File: src/rtl/exec_ctrl_pkg.sv
// -----------------------------------------------------------------------------
// exec_ctrl_pkg
//   Shared definitions for the run/step/halt sequencer and the hex display mux.
//   - exec_mode_e : 2-bit mode encoding reported on exec_controller.mode.
//   - STEP_CNT_W  : width of the issued-pulse counter.
// -----------------------------------------------------------------------------
package exec_ctrl_pkg;

   localparam int STEP_CNT_W = 16;

   // The display mux decodes these values directly, so the encoding is fixed.
   typedef enum logic [1:0] {
      MODE_IDLE   = 2'b00,
      MODE_RUN    = 2'b01,
      MODE_PAUSED = 2'b10,
      MODE_STEP   = 2'b11
   } exec_mode_e;

endpackage : exec_ctrl_pkg

File: src/rtl/btn_debounce.sv
// -----------------------------------------------------------------------------
// btn_debounce
//   Two-flop synchroniser, stability counter and rising-edge detector for one
//   raw board button.
// Ports
//   clk      in  board clock
//   reset_n  in  asynchronous active-low reset
//   btn_raw  in  raw asynchronous button
//   level    out debounced button level
//   press    out one-cycle pulse on a debounced 0->1 transition
// Timing: a raw edge reaches the second synchroniser flop after 2 edges, the
//   level flips after DB_CYCLES further equal samples, and press is high in the
//   cycle after that flip, so the consumer acts on it 2+DB_CYCLES+1 edges after
//   the raw edge.
// -----------------------------------------------------------------------------
module btn_debounce #(
   parameter int DB_CYCLES = 1_000_000
) (
   input  logic clk,
   input  logic reset_n,
   input  logic btn_raw,
   output logic level,
   output logic press
);

   // The counter only has to reach DB_CYCLES-1.
   localparam int             CW       = (DB_CYCLES > 1) ? $clog2(DB_CYCLES) : 1;
   localparam logic [CW-1:0]  CNT_LAST = CW'(DB_CYCLES - 1);

   logic          r_sync0;
   logic          r_sync1;
   logic          r_level;
   logic          r_level_d;
   logic [CW-1:0] r_cnt;

   always_ff @(posedge clk or negedge reset_n) begin
      if (!reset_n) begin
         r_sync0   <= 1'b0;
         r_sync1   <= 1'b0;
         r_level   <= 1'b0;
         r_level_d <= 1'b0;
         r_cnt     <= '0;
      end else begin
         r_sync0   <= btn_raw;
         r_sync1   <= r_sync0;
         r_level_d <= r_level;
         // Count consecutive samples that disagree with the accepted level;
         // any agreeing sample restarts the count, so bounces shorter than
         // DB_CYCLES never reach the level.
         if (r_sync1 == r_level) begin
            r_cnt <= '0;
         end else if (r_cnt == CNT_LAST) begin
            r_level <= r_sync1;
            r_cnt   <= '0;
         end else begin
            r_cnt <= r_cnt + CW'(1);
         end
      end
   end

   assign level = r_level;
   // Built from two flops, so press is glitch-free and exactly one cycle wide.
   assign press = r_level & ~r_level_d;

endmodule : btn_debounce

File: src/rtl/exec_controller.sv
// -----------------------------------------------------------------------------
// exec_controller
//   Run/step/halt sequencer for the multicycle CPU. Issues a one-cycle clock
//   enable (cpu_en) on the board clock instead of a divided slow clock.
// Ports
//   clk, reset_n          board clock, asynchronous active-low reset
//   btn_run/step/halt     raw asynchronous buttons
//   bp_en, bp_addr        halt-on-store breakpoint enable and address
//   mem_write, mem_adr    CPU store strobe/address, valid in the cpu_en cycle
//   cpu_en                CPU advances one state on the edge where cpu_en=1
//   mode                  current sequencer state (exec_mode_e encoding)
//   halted_bp             PAUSED was entered because of a breakpoint hit
//   step_count            number of cpu_en pulses issued, wraps at 2^16
// Mode is the FSM state register itself, so it doubles as the state probe.
// -----------------------------------------------------------------------------
module exec_controller
   import exec_ctrl_pkg::*;
#(
   parameter int TICK_DIV  = 30_000_000,
   parameter int DB_CYCLES = 1_000_000,
   parameter int AW        = 32
) (
   input  logic                  clk,
   input  logic                  reset_n,
   input  logic                  btn_run,
   input  logic                  btn_step,
   input  logic                  btn_halt,
   input  logic                  bp_en,
   input  logic [AW-1:0]         bp_addr,
   input  logic                  mem_write,
   input  logic [AW-1:0]         mem_adr,
   output logic                  cpu_en,
   output logic [1:0]            mode,
   output logic                  halted_bp,
   output logic [STEP_CNT_W-1:0] step_count
);

   localparam int            TW        = $clog2(TICK_DIV);
   localparam logic [TW-1:0] TICK_LAST = TW'(TICK_DIV - 1);

   // ---------------------------------------------------------------- buttons
   logic       w_run_press;
   logic       w_step_press;
   logic       w_halt_press;
   logic       w_run_level;
   logic       w_step_level;
   logic       w_halt_level;
   // Debounced levels are not needed by the sequencer; kept on named nets so
   // they are easy to probe.
   logic [2:0] w_unused_levels;

   btn_debounce #(.DB_CYCLES(DB_CYCLES)) u_db_run (
      .clk     (clk),
      .reset_n (reset_n),
      .btn_raw (btn_run),
      .level   (w_run_level),
      .press   (w_run_press)
   );

   btn_debounce #(.DB_CYCLES(DB_CYCLES)) u_db_step (
      .clk     (clk),
      .reset_n (reset_n),
      .btn_raw (btn_step),
      .level   (w_step_level),
      .press   (w_step_press)
   );

   btn_debounce #(.DB_CYCLES(DB_CYCLES)) u_db_halt (
      .clk     (clk),
      .reset_n (reset_n),
      .btn_raw (btn_halt),
      .level   (w_halt_level),
      .press   (w_halt_press)
   );

   assign w_unused_levels = {w_run_level, w_step_level, w_halt_level};

   // ---------------------------------------------------------------- state
   exec_mode_e              r_mode;
   logic [TW-1:0]           r_tick;
   logic                    r_cpu_en;
   logic                    r_halted_bp;
   logic [STEP_CNT_W-1:0]   r_step_count;

   exec_mode_e              w_mode_nxt;
   logic [TW-1:0]           w_tick_nxt;
   logic                    w_halted_bp_nxt;
   logic                    w_cpu_en_nxt;
   logic                    w_bp_hit;

   // The hitting store still completes: cpu_en is already out this cycle,
   // the hit only stops the pulses after it.
   assign w_bp_hit = r_cpu_en & bp_en & mem_write & (mem_adr == bp_addr);

   always_comb begin
      w_mode_nxt      = r_mode;
      w_tick_nxt      = r_tick;
      w_halted_bp_nxt = r_halted_bp;

      case (r_mode)
         MODE_IDLE: begin
            // Halt wins priority but does nothing here, so it swallows any
            // simultaneous step/run press.
            if (!w_halt_press) begin
               if (w_step_press) begin
                  w_mode_nxt = MODE_STEP;
               end else if (w_run_press) begin
                  w_mode_nxt = MODE_RUN;
                  w_tick_nxt = '0;
               end
            end
         end

         MODE_RUN: begin
            // A breakpoint hit and a halt press lead to the same state; the
            // hit is checked first only so that halted_bp gets set.
            if (w_bp_hit) begin
               w_mode_nxt      = MODE_PAUSED;
               w_tick_nxt      = '0;
               w_halted_bp_nxt = 1'b1;
            end else if (w_halt_press) begin
               w_mode_nxt = MODE_PAUSED;
               w_tick_nxt = '0;
            end else if (r_tick == TICK_LAST) begin
               w_tick_nxt = '0;
            end else begin
               w_tick_nxt = r_tick + TW'(1);
            end
         end

         MODE_PAUSED: begin
            w_tick_nxt = '0;
            if (!w_halt_press) begin
               if (w_step_press) begin
                  w_mode_nxt      = MODE_STEP;
                  w_halted_bp_nxt = 1'b0;
               end else if (w_run_press) begin
                  w_mode_nxt      = MODE_RUN;
                  w_halted_bp_nxt = 1'b0;
               end
            end
         end

         MODE_STEP: begin
            // Exactly one pulse; presses arriving now are dropped.
            w_mode_nxt = MODE_PAUSED;
            w_tick_nxt = '0;
            if (w_bp_hit) begin
               w_halted_bp_nxt = 1'b1;
            end
         end

         default: begin
            w_mode_nxt = MODE_IDLE;
            w_tick_nxt = '0;
         end
      endcase

      // cpu_en is registered: decide it from the state and tick being entered
      // so it lines up with mode=STEP or tick==TICK_DIV-1 in the same cycle.
      w_cpu_en_nxt = (w_mode_nxt == MODE_STEP) ||
                     ((w_mode_nxt == MODE_RUN) && (w_tick_nxt == TICK_LAST));
   end

   always_ff @(posedge clk or negedge reset_n) begin
      if (!reset_n) begin
         r_mode       <= MODE_IDLE;
         r_tick       <= '0;
         r_cpu_en     <= 1'b0;
         r_halted_bp  <= 1'b0;
         r_step_count <= '0;
      end else begin
         r_mode      <= w_mode_nxt;
         r_tick      <= w_tick_nxt;
         r_cpu_en    <= w_cpu_en_nxt;
         r_halted_bp <= w_halted_bp_nxt;
         if (r_cpu_en) begin
            r_step_count <= r_step_count + STEP_CNT_W'(1);
         end
      end
   end

   assign cpu_en     = r_cpu_en;
   assign mode       = r_mode;
   assign halted_bp  = r_halted_bp;
   assign step_count = r_step_count;

endmodule : exec_controller
File: config.mk
export PLATFORM = sky130hd
export DESIGN_NAME = exec_controller
export DESIGN_NICKNAME = d
export VERILOG_FILES = /design/src/rtl/exec_ctrl_pkg.sv /design/src/rtl/btn_debounce.sv /design/src/rtl/exec_controller.sv
export SDC_FILE = /design/constraint.sdc
export NUM_CORES = 1
export LEC_CHECK = 0
export BUFFER_PORTS_ARGS = -buffer_cell sky130_fd_sc_hd__buf_2
export CAP_MARGIN = 10
export CORE_MARGIN = 3
export CORE_UTILIZATION = 35
export CTS_BUF_LIST = sky130_fd_sc_hd__clkbuf_4 sky130_fd_sc_hd__clkbuf_8 sky130_fd_sc_hd__clkbuf_16
export CTS_CLUSTER_SIZE = 10
export DETAILED_ROUTE_END_ITERATION = 7
export PLACE_DENSITY_LB_ADDON = 0.12
export SLEW_MARGIN = 10
export SYNTH_ARGS = -nofsm -noshare
export SYNTH_HDL_FRONTEND = slang
export SYNTH_SLANG_ARGS = --single-unit
File: constraint.sdc
create_clock -name clk -period 2.74 [get_ports clk]
set_clock_uncertainty 0.2 [all_clocks]
set_input_delay 0.274 -clock clk [delete_from_list [all_inputs] [get_ports clk]]
set_output_delay 0.274 -clock clk [all_outputs]
set_load 0.05 [all_outputs]
Yosys cells after proc, flatten, opt, wreduce, memory -nomap -nowiden
Index checks and enable logic that the tools add are counted.
{"block": "word_totals", "reg_bits": 117, "latch_bits": 0, "ram_bits": 0, "romBits": 0, "output_inout_bits": 20, "wordCells": 89, "n_memories": 0}
{"block": "op_classes", "addsub": 5, "mul": 0, "n_div": 0, "order_cmp": 0, "eq_ne": 17, "shifts": 0, "n_mux": 24, "bitwise_logic": 12, "reduce_logical": 11}
{"op": "$mux 25", "n": 6}
{"op": "$mux 20", "n": 6}
{"op": "$pmux 25 s3", "n": 1}
{"op": "$add 20x1->20 const B", "n": 3}
{"op": "$eq 20x20->1 const B", "n": 3}
{"op": "$eq 25x25->1 const B", "n": 2}
{"op": "$eq 32x32->1", "n": 1}
{"op": "$add 25x1->25 const B", "n": 1}
{"op": "$add 16x1->16 const B", "n": 1}
{"op": "$mux 2", "n": 5}
{"op": "$and 1x1->1", "n": 6}
{"op": "$eq 2x2->1 const B", "n": 3}
{"op": "$not 1->1", "n": 6}
{"op": "$pmux 2 s3", "n": 1}
{"op": "$reduce_and 2->1", "n": 3}
{"op": "$reduce_or 2->1", "n": 3}
{"op": "$eq 2x1->1 const B", "n": 2}
{"op": "$mux 1", "n": 4}
{"op": "$reduce_and 4->1", "n": 1}
{"op": "$eq 1x1->1", "n": 3}
{"op": "$ne 3x1->1 const B", "n": 1}
{"op": "$logic_not 2->1", "n": 1}
{"op": "$ne 2x1->1 const B", "n": 1}
{"op": "$ne 2x2->1 const B", "n": 1}
{"op": "4 further kinds", "n": 4}

Logic depth before layout (Yosys ltp)
{"block": "depth", "word_depth": 9, "depth_mapped": 11, "mapped_depth_nobuf": 10}

Modules after synthesis
A second synthesis with hierarchy kept.
{"block": "unflattened", "hier_cells": 643, "area_unflattened_um2": 6364.9}
{"module": "btn_debounce", "n_inst": 3, "cells_each": 110, "area_each_um2": 1146.1, "seq_area_each_um2": 600.6}
{"module": "exec_controller", "n_inst": 1, "cells_each": 313, "area_each_um2": 2926.6, "seq_area_each_um2": 1126.1}

Least setup slack after synthesis
Ideal clock, no wire load.
{"block": "synth_path", "path_type": "flip-flop to flip-flop", "startpoint": "register r_tick[4]", "endpoint": "register r_cpu_en (netlist: cpu_en)", "t_arrival_ns": 2.352, "path_slack_ns": 0.124, "stages_incl_launch_ff": 11, "path_buffers": 1, "period_less_slack_ns": 2.616, "cell_sequence": "dfrtp_1 -> buf_4 -> nand4_4 -> nor4_4 -> and2_1 -> and3_2 -> mux2_4 -> o31ai_2 -> nand3_1 -> nor4_1 -> a21o_1"}
{"block": "synth_between", "elab_chain_len": 8, "word_cells_on_any_way": 12}
{"element": "from (decl)", "line_no": "exec_controller.sv:80", "rtl": "logic [TW-1:0] r_tick;"}
{"element": "from (signal assigned)", "line_no": "exec_controller.sv:174", "rtl": "r_tick <= w_tick_nxt;"}
{"element": "$add 25x1->25 or $eq 25x25->1 (tied branches)", "line_no": "exec_controller.sv:127, exec_controller.sv:124"}
{"element": "$mux 25", "line_no": "exec_controller.sv:124", "rtl": "end else if (r_tick == TICK_LAST) begin"}
{"element": "$mux 25", "line_no": "exec_controller.sv:121", "rtl": "end else if (w_halt_press) begin"}
{"element": "$mux 25", "line_no": "exec_controller.sv:117", "rtl": "if (w_bp_hit) begin"}
{"element": "$pmux 25 s3 *", "line_no": "exec_controller.sv:100", "rtl": "case (r_mode)"}
{"element": "$eq 25x25->1 *", "line_no": "exec_controller.sv:162", "rtl": "((w_mode_nxt == MODE_RUN) && (w_tick_nxt == TICK_LAST));"}
{"element": "$logic_and 1x1->1 *", "line_no": "exec_controller.sv:162"}
{"element": "$logic_or 1x1->1 *", "line_no": "exec_controller.sv:161", "rtl": "w_cpu_en_nxt = (w_mode_nxt == MODE_STEP) ||"}
{"element": "via w_cpu_en_nxt", "line_no": "exec_controller.sv:88", "rtl": "logic w_cpu_en_nxt;"}
{"element": "to (signal assigned)", "line_no": "exec_controller.sv:175", "rtl": "r_cpu_en <= w_cpu_en_nxt;"}
{"element": "to (decl)", "line_no": "exec_controller.sv:81", "rtl": "logic r_cpu_en;"}
Mark *: on every way through the listed nets, which the timed path passes. The rest lies on a longest branch.
A chain may end at the register's enable or synchronous reset.

Worst setup path after layout
{"block": "layout_path", "startpoint": "register r_tick[0]", "endpoint": "register r_cpu_en (netlist: cpu_en)"}
Same word-level chain as after synthesis.

==> metrics.log <==
INFO  metric worst-slew-pin-transition = 0.6143 ns
INFO  metric holdCritPathClass = flop to flop
INFO  metric cts-root-to-sink-buffers = 2
INFO  metric critical_path_arrival = 2.75 ns
INFO  metric total_leakage_power = 3.537 nW
INFO  metric crit_start = r_tick[0]
INFO  metric sequential_area_share_after_synthesis = 0.4666
INFO  metric power_density = 529.3 mW/mm^2
INFO  metric floorplan.initialDensity = 0.3603
INFO  metric net_total_in_the_final_layout = 867
INFO  metric multi_input_comb_area = 0.003186 mm^2
INFO  metric routed_wirelength = 14,910 um
INFO  metric critical_path_end_type = flop
INFO  metric ir_worst_vdd = 0.0004672 V
INFO  metric ys_seq_elements = 117
INFO  metric yosysTopAreaCellShare = 0.4666
INFO  metric netlist_instances = 659
INFO  metric pin_count_of_the_biggest_net_entering_global_routing = 44
INFO  metric routed_via_density = 5.047
INFO  metric synth_enable_flop_cells = 0
INFO  metric netlist_area = 0.006275 mm^2
INFO  metric floorplan.io_pins = 91
INFO  metric postSynthAreaPerCell = 9.522 um^2
INFO  metric crit-reg2reg-launch = r_tick[0]
INFO  metric routed-via-count = 5,183
INFO  metric synthFlopType = dfrtp_1
INFO  metric synth_largest_area_cell = dfrtp_1
INFO  metric timing.slew.headroom = 0.5895
INFO  metric final_number_of_hold_violating_endpoints = 0
INFO  metric synth.area.top_cells = dfrtp_1, xnor2_1, nor2_1, xor2_1, nand3_1
INFO  metric clk_latency = 0.41 ns
INFO  metric place_congestion = 0.8410
INFO  metric ff_latch_area = 0.002928 mm^2
INFO  metric wl_per_cell = 14.52 um
INFO  metric total_clock_sinks = 117
INFO  metric yosys_warnings = 0
INFO  metric synth_async_sr_flop_share = 1.000
INFO  metric global_route.overflow_total = 0
INFO  metric die_height = 139.9 um
INFO  metric number_of_global_route_vias_before_repair = 5,034
INFO  metric power = 4.158 mW
INFO  metric post_synth_most_frequent_cells = dfrtp_1, nor2_1, xnor2_1
INFO  metric cp_max_fo = 7
INFO  metric detail-route-antenna-nets = 0
INFO  metric synthDistinctLibCells = 66
INFO  metric grt_pass1_wl = 24,770 um
INFO  metric startpoint_type = flop
INFO  metric required_time_of_the_critical_path = 2.89 ns
INFO  metric timing_worst_setup_path_type = flop to flop
INFO  metric max_freq = 384.3 MHz
INFO  metric clk_root_buffer_cell = clkbuf_16
INFO  metric outcome = finished clean
INFO  metric placement_rows = 48
INFO  metric hpwlAfterDp = 11,100 um
INFO  metric route.detailed.drc = 0
INFO  metric area.growth.synth_to_final = 25.18%
INFO  metric tritoncts = done
INFO  metric antenna-diode-count = 0
INFO  metric finalSetupViolCount = 0
INFO  metric tritoncts.num_buffers = 17
INFO  metric postSynthNetCount = 735
INFO  metric worst_hold_startpoint = u_db_halt.r_sync0
INFO  metric drive_above_1_share = 0.2394
INFO  metric drtPass1Iterations = 5
INFO  metric synth.most_common_cell = dfrtp_1
INFO  metric final.setup.tns = 0 ns
INFO  metric floorplan.die.width = 139.9 um
INFO  metric drtIter0Drc = 347
INFO  metric stdcell_area = 0.007855 mm^2
INFO  metric core_util_final = 0.4510
INFO  metric area_of_placed_instances = 0.007172 mm^2
INFO  metric timing.final.max_slew_violations = 0
INFO  metric clock_tree.htree_level_count = 4
INFO  metric antenna_found_initial = 0
INFO  metric placement.io_buffers = 90
INFO  metric drv_cap = 0
INFO  metric fillers = 1,700
INFO  metric die_area = 0.01957 mm^2
INFO  metric layout_min_cycle_time = 2.602 ns
INFO  metric path_clk_slew = 0.05 ns
INFO  metric grt_util_all_layers = 0.1549
INFO  metric core_region_area = 0.01742 mm^2
INFO  metric portion_of_the_clock_cycle_consumed_by_the_worst_path_in_the_final_layout = 0.9497
INFO  metric r2r_slack = 0.14 ns
==> cells by family (layout without fill, tap and decap cells) <==
logic type                 count (synthesis)  count (layout)  share of synthesized area
AOI/OAI and AO/OA                         87              87                    0.08454
buffers and inverters                     35             177                    0.03170
DFF                                      117             117                     0.4666
adders and majority gates                  5               5                   0.009970
muxes                                      5               5                   0.009570
and+or+nand+nor                          314             315                     0.2636
xor gates and xnor gates                  96              96                     0.1340
==> placed cells by master (no fill, tap or decap), types with 6 or more instances in the layout <==
cell type / synthesis / routed
and3_1: 23 / 22
nand2_1: 59 / 59
dfrtp_1: 117 / 117
nor4_1: 9 / 7
nor3_1: 6 / 6
xnor2_1: 60 / 60
nand3_1: 46 / 45
nand4_1: 29 / 29
or3_1: 13 / 13
a21oi_1: 21 / 21
clkbuf_16: 0 / 17
o31ai_1: 9 / 9
nor2_1: 84 / 84
o21ai_0: 34 / 34
buf_2: 7 / 89
xor2_1: 36 / 36
buf_4: 3 / 42
inv_1: 11 / 11
==> state kept, by name, summed over array words and instances, names as in the netlist, 2 cells and up <==
name             cells
mode                 2
u_db_run.r_cnt      20
u_db_halt.r_cnt     20
step_count          16
r_tick              25
u_db_step.r_cnt     20
==> where the power goes <==
part	switching (mW)	internal (mW)
clock	0.756	1.46
combinational	0.0968	0.0895
sequential	0.0125	1.75
total	0.865	3.29
==> area by class of cell <==
type	count	area share
inverter	11	0.005256
timing repair buffer	136	0.1045
clock inverter	7	0.01227
sequential	117	0.3727
multi-input combinational	508	0.4055
clock buffer	23	0.06387
tap	225	0.03584
==> worst max-delay path: stages, from the launching register on <==
cell and delay, ns:
dfrtp_1 0.42, ha_1 0.25, nand3_2 0.12, nor2_1 0.07, nand4_1 0.13, nand3_4 0.14
or2_2 0.39, o31ai_2 0.26, nand3_1 0.12, nor4_2 0.30, a21o_1 0.15
==> stage by stage <==
stage,worst slack (ns),instances,hold slack [ns]
3_5_place_dp,-0.01726,991,0.1176
4_1_cts,0.02151,1025,0.1483
5_1_grt,-0.002052,1027,0.1519
3_3_place_gp,0.08364,991,0.1126
6_report,0.1377,1027,0.1462
2_1_floorplan,0.1241,659,-0.2216
==> routing by layer <==
layer  up-vias  track usage  part of all wire
met2       105       0.2472              0.49
met3        26      0.03039             0.038
met1      2469       0.2056              0.45
met4         0      0.06782             0.022
met5         -            0                 0
li1       2583            -                 -
==> final timing paths <==
path / to / depth (start not counted)
max: cpu_en / 10
min: u_db_halt.r_sync1 / 0
max reg2reg: cpu_en / 10
min reg2reg: u_db_halt.r_sync1 / 0
max in group asynchronous: u_db_halt.r_cnt[11] / 3
min in group asynchronous: r_tick[3] / 2
==> repair_timing <==
item	CTS	global route
buffers inserted	0	1
hold buffers	4	0
endpoints found under the setup margin	0	9
hold endpoints to repair	43	0
gates resized for setup	0	6
Power figures use the tool's default switching activity.
